[src/rtl/idct_pkg.sv]
`timescale 1ns/1ps
`default_nettype none
// ============================================================================
// Module   : idct_pkg
// Purpose  : Shared widths, FSM state type and the 8x8 fixed-point cosine
//            table for the sequential 8-point inverse DCT.
// Contents : COEFF_W, SAMPLE_W, ACC_W, TBL_W, state_t, C_COS_TBL
// Revision : 1.0  initial release
// ============================================================================
package idct_pkg;

    localparam int COEFF_W  = 18;   // signed DCT coefficient width
    localparam int SAMPLE_W = 8;    // signed reconstructed sample width
    localparam int ACC_W    = 30;   // accumulator width, overflow-free
    localparam int TBL_W    = 9;    // signed cosine table entry width

    typedef enum logic [1:0] {
        IDLE = 2'd0,
        CALC = 2'd1,
        DONE = 2'd2
    } state_t;

    // C_COS_TBL[n][k] = round(128 * c_k * cos((2n+1) k pi / 16)),
    // c_0 = 1/sqrt(2), c_k = 1 otherwise. Row 7-n equals row n with the
    // odd-k columns negated.
    localparam logic signed [TBL_W-1:0] C_COS_TBL [0:7][0:7] = '{
        '{9'sd91,  9'sd126,  9'sd118,  9'sd106,  9'sd91,  9'sd71,  9'sd49,  9'sd25},
        '{9'sd91,  9'sd106,  9'sd49,  -9'sd25,  -9'sd91, -9'sd126, -9'sd118, -9'sd71},
        '{9'sd91,  9'sd71,  -9'sd49,  -9'sd126, -9'sd91,  9'sd25,  9'sd118, 9'sd106},
        '{9'sd91,  9'sd25,  -9'sd118, -9'sd71,   9'sd91,  9'sd106, -9'sd49, -9'sd126},
        '{9'sd91, -9'sd25,  -9'sd118,  9'sd71,   9'sd91, -9'sd106, -9'sd49,  9'sd126},
        '{9'sd91, -9'sd71,  -9'sd49,   9'sd126, -9'sd91, -9'sd25,  9'sd118, -9'sd106},
        '{9'sd91, -9'sd106,  9'sd49,   9'sd25,  -9'sd91,  9'sd126, -9'sd118, 9'sd71},
        '{9'sd91, -9'sd126,  9'sd118, -9'sd106,  9'sd91, -9'sd71,  9'sd49,  -9'sd25}
    };

endpackage : idct_pkg
`default_nettype wire

[src/rtl/idct_mac.sv]
`timescale 1ns/1ps
`default_nettype none
// ============================================================================
// Module   : idct_mac
// Purpose  : Shared multiply-accumulate unit of the IDCT. Multiplies one
//            coefficient by one table entry per enabled cycle, accumulates,
//            and presents the rounded, saturated value of (acc + term).
// Ports    : clk, reset (sync, active-low)
//            i_clr    - clear accumulator (new block accepted)
//            i_en     - perform one MAC this cycle
//            i_last   - last term of a row: accumulator restarts at zero
//            i_coef   - signed coefficient X[k]
//            i_tbl    - signed table entry T[n][k]
//            o_sample - sat(round((acc + term) / 256))
//            o_sat    - o_sample was clipped
// Revision : 1.0  initial release
// ============================================================================
module idct_mac #(
    parameter int COEFF_W  = idct_pkg::COEFF_W,
    parameter int SAMPLE_W = idct_pkg::SAMPLE_W
) (
    input  logic                              clk,
    input  logic                              reset,
    input  logic                              i_clr,
    input  logic                              i_en,
    input  logic                              i_last,
    input  logic signed [COEFF_W-1:0]         i_coef,
    input  logic signed [idct_pkg::TBL_W-1:0] i_tbl,
    output logic signed [SAMPLE_W-1:0]        o_sample,
    output logic                              o_sat
);
    import idct_pkg::*;

    localparam int PROD_W = COEFF_W + TBL_W;

    logic signed [ACC_W-1:0]  r_acc;
    logic signed [PROD_W-1:0] w_prod;
    logic signed [ACC_W-1:0]  w_sum;
    logic signed [ACC_W-1:0]  w_rnd;
    logic signed [ACC_W-1:0]  w_shift;
    logic                     w_pos_ovf;
    logic                     w_neg_ovf;

    assign w_prod  = PROD_W'(i_coef) * PROD_W'(i_tbl);
    assign w_sum   = r_acc + ACC_W'(w_prod);
    // Add half an LSB of the output scale, then floor via arithmetic shift.
    assign w_rnd   = w_sum + ACC_W'(128);
    assign w_shift = w_rnd >>> 8;

    // The value fits SAMPLE_W bits only when every bit above the sample's
    // sign bit equals the overall sign.
    assign w_pos_ovf = ~w_shift[ACC_W-1] &  (|w_shift[ACC_W-2:SAMPLE_W-1]);
    assign w_neg_ovf =  w_shift[ACC_W-1] & ~(&w_shift[ACC_W-2:SAMPLE_W-1]);

    assign o_sample = w_pos_ovf ? {1'b0, {(SAMPLE_W-1){1'b1}}} :
                      w_neg_ovf ? {1'b1, {(SAMPLE_W-1){1'b0}}} :
                                  w_shift[SAMPLE_W-1:0];
    assign o_sat    = w_pos_ovf | w_neg_ovf;

    always_ff @(posedge clk) begin
        if (!reset) begin
            r_acc <= '0;
        end else if (i_clr) begin
            r_acc <= '0;
        end else if (i_en) begin
            r_acc <= i_last ? '0 : w_sum;
        end
    end

endmodule : idct_mac
`default_nettype wire

[src/rtl/idct_8pt_seq.sv]
`timescale 1ns/1ps
`default_nettype none
// ============================================================================
// Module   : idct_8pt_seq
// Purpose  : Sequential 8-point inverse DCT. Accepts a block of eight signed
//            coefficients, reconstructs eight signed samples with one shared
//            MAC over 64 cycles, and holds the result until the sink takes it.
// Ports    : clk, reset (sync, active-low)
//            in_valid / in_ready   - coefficient block handshake
//            coeff0..coeff7        - signed coefficients X[0]..X[7]
//            out_valid / out_ready - sample block handshake
//            sample0..sample7      - signed samples x[0]..x[7]
//            sat_flag              - some sample of the block was clipped
//                                    (only with IDCT_SAT_FLAG_EN defined)
// Options  : IDCT_SAT_FLAG_EN - adds the sat_flag output
// Revision : 1.0  initial release
// ============================================================================
module idct_8pt_seq #(
    parameter int COEFF_W  = idct_pkg::COEFF_W,
    parameter int SAMPLE_W = idct_pkg::SAMPLE_W
) (
    input  logic                       clk,
    input  logic                       reset,
    input  logic                       in_valid,
    output logic                       in_ready,
    input  logic signed [COEFF_W-1:0]  coeff0,
    input  logic signed [COEFF_W-1:0]  coeff1,
    input  logic signed [COEFF_W-1:0]  coeff2,
    input  logic signed [COEFF_W-1:0]  coeff3,
    input  logic signed [COEFF_W-1:0]  coeff4,
    input  logic signed [COEFF_W-1:0]  coeff5,
    input  logic signed [COEFF_W-1:0]  coeff6,
    input  logic signed [COEFF_W-1:0]  coeff7,
    output logic                       out_valid,
    input  logic                       out_ready,
`ifdef IDCT_SAT_FLAG_EN
    output logic                       sat_flag,
`endif
    output logic signed [SAMPLE_W-1:0] sample0,
    output logic signed [SAMPLE_W-1:0] sample1,
    output logic signed [SAMPLE_W-1:0] sample2,
    output logic signed [SAMPLE_W-1:0] sample3,
    output logic signed [SAMPLE_W-1:0] sample4,
    output logic signed [SAMPLE_W-1:0] sample5,
    output logic signed [SAMPLE_W-1:0] sample6,
    output logic signed [SAMPLE_W-1:0] sample7
);
    import idct_pkg::*;

    state_t                     r_state;
    state_t                     w_state_nxt;
    logic [2:0]                 r_n;
    logic [2:0]                 r_k;
    logic signed [COEFF_W-1:0]  r_coef   [0:7];
    logic signed [SAMPLE_W-1:0] r_sample [0:7];

    logic                       w_accept;
    logic                       w_mac_en;
    logic                       w_mac_last;
    logic signed [SAMPLE_W-1:0] w_mac_sample;
    logic                       w_mac_sat;

    // ------------------------------------------------------------------
    // FSM
    // ------------------------------------------------------------------
    always_ff @(posedge clk) begin
        if (!reset) begin
            r_state <= IDLE;
        end else begin
            r_state <= w_state_nxt;
        end
    end

    always_comb begin
        w_state_nxt = r_state;
        in_ready    = 1'b0;
        out_valid   = 1'b0;
        w_mac_en    = 1'b0;
        case (r_state)
            IDLE: begin
                // Gated by reset so no block is offered while reset is low.
                in_ready = reset;
                if (in_valid && reset) begin
                    w_state_nxt = CALC;
                end
            end
            CALC: begin
                w_mac_en = 1'b1;
                if (r_n == 3'd7 && r_k == 3'd7) begin
                    w_state_nxt = DONE;
                end
            end
            DONE: begin
                out_valid = 1'b1;
                if (out_ready) begin
                    w_state_nxt = IDLE;
                end
            end
            default: begin
                w_state_nxt = IDLE;
            end
        endcase
    end

    assign w_accept   = in_valid & in_ready;
    assign w_mac_last = (r_k == 3'd7);

    // ------------------------------------------------------------------
    // Counters, coefficient capture and sample write-back
    // ------------------------------------------------------------------
    always_ff @(posedge clk) begin
        if (!reset) begin
            r_n <= '0;
            r_k <= '0;
            for (int i = 0; i < 8; i++) begin
                r_coef[i]   <= '0;
                r_sample[i] <= '0;
            end
        end else if (w_accept) begin
            r_n       <= '0;
            r_k       <= '0;
            r_coef[0] <= coeff0;
            r_coef[1] <= coeff1;
            r_coef[2] <= coeff2;
            r_coef[3] <= coeff3;
            r_coef[4] <= coeff4;
            r_coef[5] <= coeff5;
            r_coef[6] <= coeff6;
            r_coef[7] <= coeff7;
        end else if (w_mac_en) begin
            // k wraps 7 -> 0 naturally; n does the same after the final row.
            r_k <= r_k + 3'd1;
            if (w_mac_last) begin
                r_n           <= r_n + 3'd1;
                r_sample[r_n] <= w_mac_sample;
            end
        end
    end

`ifdef IDCT_SAT_FLAG_EN
    logic r_sat_flag;

    always_ff @(posedge clk) begin
        if (!reset) begin
            r_sat_flag <= 1'b0;
        end else if (w_accept) begin
            r_sat_flag <= 1'b0;
        end else if (w_mac_en && w_mac_last && w_mac_sat) begin
            r_sat_flag <= 1'b1;
        end
    end

    assign sat_flag = r_sat_flag;
`else
    logic w_unused_sat;
    assign w_unused_sat = w_mac_sat;
`endif

    // ------------------------------------------------------------------
    // Shared MAC
    // ------------------------------------------------------------------
    idct_mac #(
        .COEFF_W  (COEFF_W),
        .SAMPLE_W (SAMPLE_W)
    ) u_mac (
        .clk      (clk),
        .reset    (reset),
        .i_clr    (w_accept),
        .i_en     (w_mac_en),
        .i_last   (w_mac_last),
        .i_coef   (r_coef[r_k]),
        .i_tbl    (C_COS_TBL[r_n][r_k]),
        .o_sample (w_mac_sample),
        .o_sat    (w_mac_sat)
    );

    assign sample0 = r_sample[0];
    assign sample1 = r_sample[1];
    assign sample2 = r_sample[2];
    assign sample3 = r_sample[3];
    assign sample4 = r_sample[4];
    assign sample5 = r_sample[5];
    assign sample6 = r_sample[6];
    assign sample7 = r_sample[7];

endmodule : idct_8pt_seq
`default_nettype wire
[config.mk]
export PLATFORM = sky130hd
export DESIGN_NAME = idct_8pt_seq
export DESIGN_NICKNAME = d
export VERILOG_FILES = /design/src/rtl/idct_pkg.sv /design/src/rtl/idct_mac.sv /design/src/rtl/idct_8pt_seq.sv
export SDC_FILE = /design/constraint.sdc
export NUM_CORES = 1
export LEC_CHECK = 0
export BUFFER_PORTS_ARGS = -buffer_cell sky130_fd_sc_hd__buf_2
export CAP_MARGIN = 40
export CORE_MARGIN = 5
export CORE_UTILIZATION = 55
export CTS_BUF_LIST = sky130_fd_sc_hd__clkbuf_4 sky130_fd_sc_hd__clkbuf_8 sky130_fd_sc_hd__clkbuf_16
export CTS_CLUSTER_SIZE = 16
export DETAILED_ROUTE_END_ITERATION = 7
export GPL_ROUTABILITY_DRIVEN = 0
export GPL_TIMING_DRIVEN = 1
export PLACE_DENSITY = 0.79
export RECOVER_POWER = 50
export REMOVE_ABC_BUFFERS = 1
export SKIP_CTS_REPAIR_TIMING = 1
export SLEW_MARGIN = 20
export SYNTH_ARGS = -nofsm -noshare
export SYNTH_HDL_FRONTEND = slang
export SYNTH_SLANG_ARGS = --single-unit
[constraint.sdc]
create_clock -name clk -period 8.4 [get_ports clk]
set_clock_uncertainty 0.2 [all_clocks]
set_input_delay 1.26 -clock clk [delete_from_list [all_inputs] [get_ports clk]]
set_output_delay 1.26 -clock clk [all_outputs]
set_load 0.005 [all_outputs]
**Yosys cells after proc, flatten, opt, wreduce, memory -nomap -nowiden**

Memories as Yosys holds them, arrays and structs flattened. A register that Yosys moved wholly into a read port is not among the register bits.
Cells that the tools add are included.

- Input port bits: 148
- Bits in writable memories: 208
- Output and inout bits: 66
- Memories kept: 3
- Register bits: 38
- Bits in read-only memories: 576

- Add/sub/neg operators: 4
- Magnitude comparators: 2
- Bitwise logic cells: 16
- Equality and inequality tests: 7
- Reduce and logical (&&, ||, !) cells: 9
- Multiply operators: 1
- Multiplexer cells: 37

Memories:

| memory | depth | width | read ports | clocked after memory_dff | wr ports | RTL line | text |
|---|---|---|---|---|---|---|---|
| (name not given) | 8 | 72 | 1 | 0 | 0 | idct_8pt_seq.sv:172 | `.i_tbl (C_COS_TBL[r_n][r_k]),` |
| r_coef | 8 | 18 | 1 | 1 | 8 | idct_8pt_seq.sv:54 | `logic signed [COEFF_W-1:0] r_coef [0:7];` |
| r_sample | 8 | 8 | 8 | 0 | 8 | idct_8pt_seq.sv:55 | `logic signed [SAMPLE_W-1:0] r_sample [0:7];` |

Operator list:

| cell | number |
|---|---|
| $mux 18 | 8 |
| $mux 72 | 2 |
| $add 30x27->30 | 1 |
| $add 30x9->30 const B | 1 |
| $mux 30 | 1 |
| $bmux 9 s3 | 1 |
| $mul 18x9->27 | 1 |
| $mux 8 | 3 |
| $mux 9 | 2 |
| $reduce_and 15->1 | 1 |
| $reduce_or 15->1 | 1 |
| $mux 1 | 13 |
| $mux 3 | 3 |
| $ge 4x4->1 const B | 2 |
| $not 3->4 | 2 |
| $or 1x1->1 | 8 |
| $reduce_or 8->1 | 1 |
| $add 3x1->3 const B | 2 |
| $eq 3x3->1 const B | 2 |
| $mux 2 | 3 |
| $ne 2x2->1 const B | 3 |
| $pmux 2 s3 | 1 |
| $and 1x1->1 | 3 |
| $not 1->1 | 3 |
| 7 further kinds | 8 |

**Depth between registers and ports, before layout**

Gate-level depths: netlist (run 1).

- Depth after elaboration: 16
- Gate-level depth with buffers: 38
- Depth with buffers taken out: 31

**Hierarchy**

A second synthesis (run 1) with hierarchy kept.

- Cells, all modules: 1,781
- Area, all modules: 19,286.0 um^2

Modules (own cells, without submodules):

| module | cells an instance | sequential area each (um^2) | times used | area each (um^2) |
|---|---|---|---|---|
| idct_8pt_seq | 702 | 6,466.2 | 1 | 10,217.3 |
| idct_mac | 1,079 | 600.6 | 1 | 9,068.7 |

**Least setup slack after synthesis (run 1)**

No wires, ideal clock.

- Path type: reg2reg
- From: register r_n[0]
- To: memory r_sample[0][6] (data pin)
- Arrival: 8.320 ns
- Setup slack: -0.394 ns
- Clock period less this slack: 8.794 ns
- Cell stages (with the launch flop): 33
- Data required time: 7.926 ns
- Path buffers: 3
- Cell sequence: dfxtp_1 inv_1 ha_1 clkbuf_1 xor2_1 nand2_1 o21ai_0 a21oi_1 nor2_1 a31oi_1 clkbuf_1 nand2_1 fa_1 inv_1 fa_1 fa_1 fa_1 inv_1 fa_1 inv_1 ha_1 buf_2 a21o_1 a221o_1 a221oi_2 xnor2_1 and3b_1 and4_1 nor4b_1 mux2i_1 nand3_1 o2bb2ai_1 nor3_1

RTL lines:

| element | RTL line | text |
|---|---|---|
| start, declared | idct_8pt_seq.sv:52 | `logic [2:0] r_n;` |
| start signal, assigned | idct_8pt_seq.sv:134 | `r_n <= r_n + 3'd1;` |
| end, declared | idct_8pt_seq.sv:55 |  |

==> qor.yml, run 1 <==
ys_seq_area_share_pct: 37.1
clock.fmax_mhz: 119
avgViaCountPerCell: 6.01
synthTopCellsByArea: "edfxtp_1 (33%), fa_1 (17%), ha_1 (5.7%)"
status: "finished, violations left"
clkSlewWorstSetupHoldPaths_ns: 0.06
clk_path_buf_depth: 3
final_util_pct: 66.9
ioPinCount: 214
synth_area_leader_cell: "edfxtp_1"
worstSetupEndpointType: "flip-flop"
syn_avg_cell_area_um2: 10.7
hold_path_depth: 2
grt_overflow_total: 0
root_buffer: "clkbuf_16"
grt_pass1_wl_um: 77100
totalWireLength_um: 52000
met3_length_um: 4390
h-tree-depth: 1
dieWidth_um: 196
tightestPinTransition_ns: 3.46
grt_max_degree: 111
dp_hpwl_um: 35400
wl_met2_um: 25500
cts-buffers-inserted: 27
num_vias: 15300
core-area_mm2: 0.0344
num-nets-final: 2463
topRoutingLayerUsed: "met4"
drt_first_pass_iters: 6
numClockSinks: 249
drt_iter0_drc: 1337
clk_latency_ns: 0.55
slowest_delay_ns: 0.55
ys_ff_latch: 249
ant_nets: 0
synthFlopType: "edfxtp_1"
hold_violations: 0
grt_antenna_before_repair: 0
grt_pass1_vias: 14800
rrSetupSlack_ns: -0.03
layout_common_cells: "edfxtp_1 (208), inv_1 (207), buf_2 (165)"
layout_commonest_cell: "edfxtp_1"
fin_crit_sh_pct: 100
syn_inst: 1788
maxSlewViolCount: 229
n_antenna_cell: 0
initial_utilization_pct: 55.4
violations: "max-capacitance violations, max-slew violations, negative setup slack"
row_count: 68
grt.total_usage_pct: 24.4
slowest_stage: "fa_1"
drv_cap: 4
start_kind: "flip-flop"
async_reset_ff_share_pct: 0
die_h_um: 196
cp.required_ns: 8.56
synth_top_area_share_pct: 32.8
slew_headroom_pct: -131
io_buffers: 213
wl_met1_um: 19900
synth_edf_count: 208
yosysWarnings: 0
drive_gt1_share_pct: 25.7
syn2layout_area_growth_pct: 20.7
dieArea_mm2: 0.0385
cts_tree: "yes"
drc: 0
synth.cell_area_mm2: 0.0191
path_class: "flip-flop to flip-flop"
worstPathArrival_ns: 8.59
hold_path.class: "flip-flop to flip-flop"
reg2regPathDepth: 28
wire_per_inst_um: 20.5
final-setup-viol-count: 3
cpMostUsedCell: "fa_1"
critical_path.max_fanout: 9
setup_slack_ns: -0.0287
final.min_clock_period_ns: 8.43
yosysUniqueCellTypes: 74
## worst paths after layout
path / startpoint / to
worst max-delay path: r_n[1] / r_sample[4][0]
worst min register to register: u_mac.r_acc[3] / u_mac.r_acc[3]
worst max register to register: r_n[1] / r_sample[4][0]
worst min-delay path: u_mac.r_acc[3] / u_mac.r_acc[3]
## synthesized netlist by cell type (38+ instances only)
master	n
inv_1	210
edfxtp_1	208
fa_1	165
nand2_1	165
and3_1	115
nor2_1	106
ha_1	87
nor3_1	78
clkbuf_1	73
and2_1	62
a21oi_1	50
dfxtp_1	41
o21ai_0	38
## layout make-up
class / instances / area, um^2
Clock buffer: 32 / 713
Multi-Input combinational cell: 1233 / 11600
Sequential cell: 249 / 7070
Timing Repair Buffer: 342 / 2170
Fill cell: 2429 / 11400
Clock inverter: 16 / 124
Inverter: 210 / 791
Tap cell: 455 / 569
## per-stage QoR
stage | std cells | cell area, um^2 | hold slack [ns] | worst slack [ns] | TNS (ns)
5_1_grt | 2537 | 23000 | 0.351 | -0.338 | -14.67
3_3_place_gp | 2434 | 21000 | 0.273 | -0.0785 | -3.69
3_5_place_dp | 2435 | 21000 | 0.291 | -0.417 | -21.75
2_1_floorplan | 1689 | 18600 | 0.261 | -2.77 | -197.43
6_report | 2537 | 23000 | 0.306 | -0.0287 | -0.0577
4_1_cts | 2483 | 21800 | 0.308 | -0.433 | -23.04
## kinds of logic (layout without fill, tap and decap cells)
| logic type | count (synthesis) | count (layout) | synth area share [%] |
|---|---|---|---|
| AND/OR/NAND/NOR | 647 | 647 | 17.6 |
| XOR/XNOR | 37 | 37 | 1.82 |
| AO/OA/AOI/OAI | 230 | 233 | 8.21 |
| buffers and inverters | 309 | 600 | 6.35 |
| multiplexers | 64 | 64 | 5.85 |
| flip-flops | 249 | 249 | 37.1 |
| adder cells (fa/ha/maj) | 252 | 252 | 23.0 |
## routing by layer
metal / up-vias / global-route usage [%]
li1: 6770 / -
met1: 7390 / 33.2
met2: 906 / 40.7
met3: 192 / 2.99
met4: 0 / 8.84
met5: - / 0
## registers in the layout, indices dropped and copies added, names as in the netlist, named ones only
register and cells:
r_k 3, u_mac.r_acc 30, r_n 3, r_sample 64, r_coef 144, r_state 2
## worst max-delay path: cells and delay by family (launching register included)
kind,cells,cell delay (ns)
buffers and inverters,6,0.97
DFF,1,0.32
xor gates and xnor gates,2,0.52
and+or+nand+nor,6,1.49
adders and majority gates,7,2.95
AOI/OAI and AO/OA,7,1.79
Power of run 1 is not shown: default switching activity piles up to over one toggle a cycle in this logic, so the estimate is an artifact.
==> run 2: changes to the inputs <==
==> constraint.sdc (replaced) <==
create_clock -name clk -period 6.85 [get_ports clk]
set_clock_uncertainty 0.2 [all_clocks]
set_input_delay 1.0275 -clock clk [delete_from_list [all_inputs] [get_ports clk]]
set_output_delay 1.0275 -clock clk [all_outputs]
set_load 0.005 [all_outputs]
==> run 2 against run 1 <==
The run still ends with max-capacitance violations, max-slew violations, negative setup slack left. Sequential cell count unchanged. Routed wire length up 21%. Setup slack worse by 1.9 ns. Worst hold slack better by 0.0041 ns. Via count up 12%. Non-clock buffer count up 225. First-iteration DRC count up 27%. Die area unchanged. Sequential share of layout area down 3.0 points. Critical path type unchanged.
==> qor.yml, run 2 (synthesis gave the netlist of run 1 again) <==
status: "finished, violations left"
violations: "max-capacitance violations, max-slew violations, negative setup slack"
grt_antenna_before_repair: 0
wire_per_inst_um: 22.8
hp-start: "u_mac.r_acc[0]"
fin_crit_sh_pct: 128
worstPathArrival_ns: 8.87
root_buffer: "clkbuf_16"
reg.largest.list: "r_coef (144), r_sample (64), u_mac.r_acc (30)"
numClockSinks: 249
num-nets-final: 2683
drive_gt1_share_pct: 37.5
dp_hpwl_um: 38600
rrSetupSlack_ns: -1.91
cts_tree: "yes"
holdPathEnd: "u_mac.r_acc[0]"
num_vias: 17100
grt_overflow_total: 0
core-area_mm2: 0.0344
ioPinCount: 214
grt_pass1_vias: 16100
slowest_delay_ns: 0.57
hold_violations: 0
pre_cts_ws_ns: -1.54
layout_commonest_cell: "buf_4"
clock.fmax_mhz: 114
tightestPinTransition_ns: 3.42
path_class: "flip-flop to flip-flop"
critical_path.max_fanout: 10
ant_nets: 0
totalWireLength_um: 62900
start_kind: "flip-flop"
drt_first_pass_iters: 8
avgViaCountPerCell: 6.22
dieWidth_um: 196
maxSlewViolCount: 108
grt_max_degree: 111
rsz0062_at_grt: "true"
grt.total_usage_pct: 25.9
hold_path.class: "flip-flop to flip-flop"
final.min_clock_period_ns: 8.76
clk_latency_ns: 0.54
clk_path_buf_depth: 3
dieArea_mm2: 0.0385
die_h_um: 196
reg2reg_to: "r_sample[1][1]"
top_register: "r_coef"
drt_iter0_drc: 1702
final-setup-viol-count: 79
reg2regPathDepth: 33
row_count: 68
largest_register_ffs: 144
hold_path_depth: 2
h-tree-depth: 1
n_antenna_cell: 0
initial_utilization_pct: 55.4
slowest_stage: "fa_1"
cp.required_ns: 6.97
cts-buffers-inserted: 25
r2r_start: "r_n[0]"
worstSetupEndpointType: "flip-flop"
drv_cap: 1
drc: 0
slew_headroom_pct: -128
layout_common_cells: "buf_4 (300), edfxtp_1 (208), inv_1 (198)"
io_buffers: 213
setup_slack_ns: -1.91
clkSlewWorstSetupHoldPaths_ns: 0.06
grt_pass1_wl_um: 81900
syn2layout_area_growth_pct: 34.0
## run 2: cell count changes in the layout (fill, tap and decap cells not counted), sizes merged, moves of 2 or more
cell | before | now
clkinvlp | 3 | 1
bufinv | 1 | 3
clkbuf | 90 | 92
o21ai | 44 | 42
clkinv | 10 | 4
buf | 284 | 511
## run 2: worst max path at each step
stage	endpoint	slack (ns)	from	depth (start not counted)
finish	r_sample[1][1]	-1.91	r_n[0]	33
global route	r_sample[2][0]	-2.19	r_n[0]	35
CTS	r_sample[0][2]	-1.57	r_n[0]	33
detailed placement	r_sample[0][2]	-1.54	r_n[0]	33
global placement	r_sample[4][1]	-1.31	r_n[1]	35
floorplan	r_sample[0][0]	-4.32	r_n[2]	27
## run 2: worst max-delay path: cells and delay by family, from the launching register on
family                     cells  cell delay, ns
AOI/OAI and AO/OA              7            1.47
buffers and inverters         11            1.73
adders and majority gates      7            3.08
DFF                            1            0.34
xor gates and xnor gates       2            0.30
and+or+nand+nor                6            1.39
## run 2: stage by stage
step                      setup TNS, ns  cells  hold WS (ns)  utilization [%]  area, um^2
after floorplan                 -573.60   1689         0.261                -       18600
after global placement           -82.62   2664         0.273             66.1       22700
after detailed placement         -96.09   2664         0.289             66.1       22700
after CTS                        -98.95   2710         0.306             68.6       23600
after global routing            -133.27   2757         0.332             74.3       25500
final                           -114.88   2757         0.310             74.3       25500
## run 2: layout make-up
type                            count  area [um^2]
Timing Repair Buffer              567         4050
Tap cell                          455          569
Sequential cell                   249         7080
Clock buffer                       36          714
Fill cell                        1941         8840
Clock inverter                     10          139
Multi-Input combinational cell   1230        12200
Inverter                          210          788
## run 2: layer usage
metal  GRT usage (%)  vias up  share of wire, %
li1                -     7197                 -
met1            33.9     8244                35
met2            45.1     1319                49
met3            3.54      381               9.4
met4            8.20        0               6.8
met5               0        -                 0
Power of run 2 is left out for the same reason.
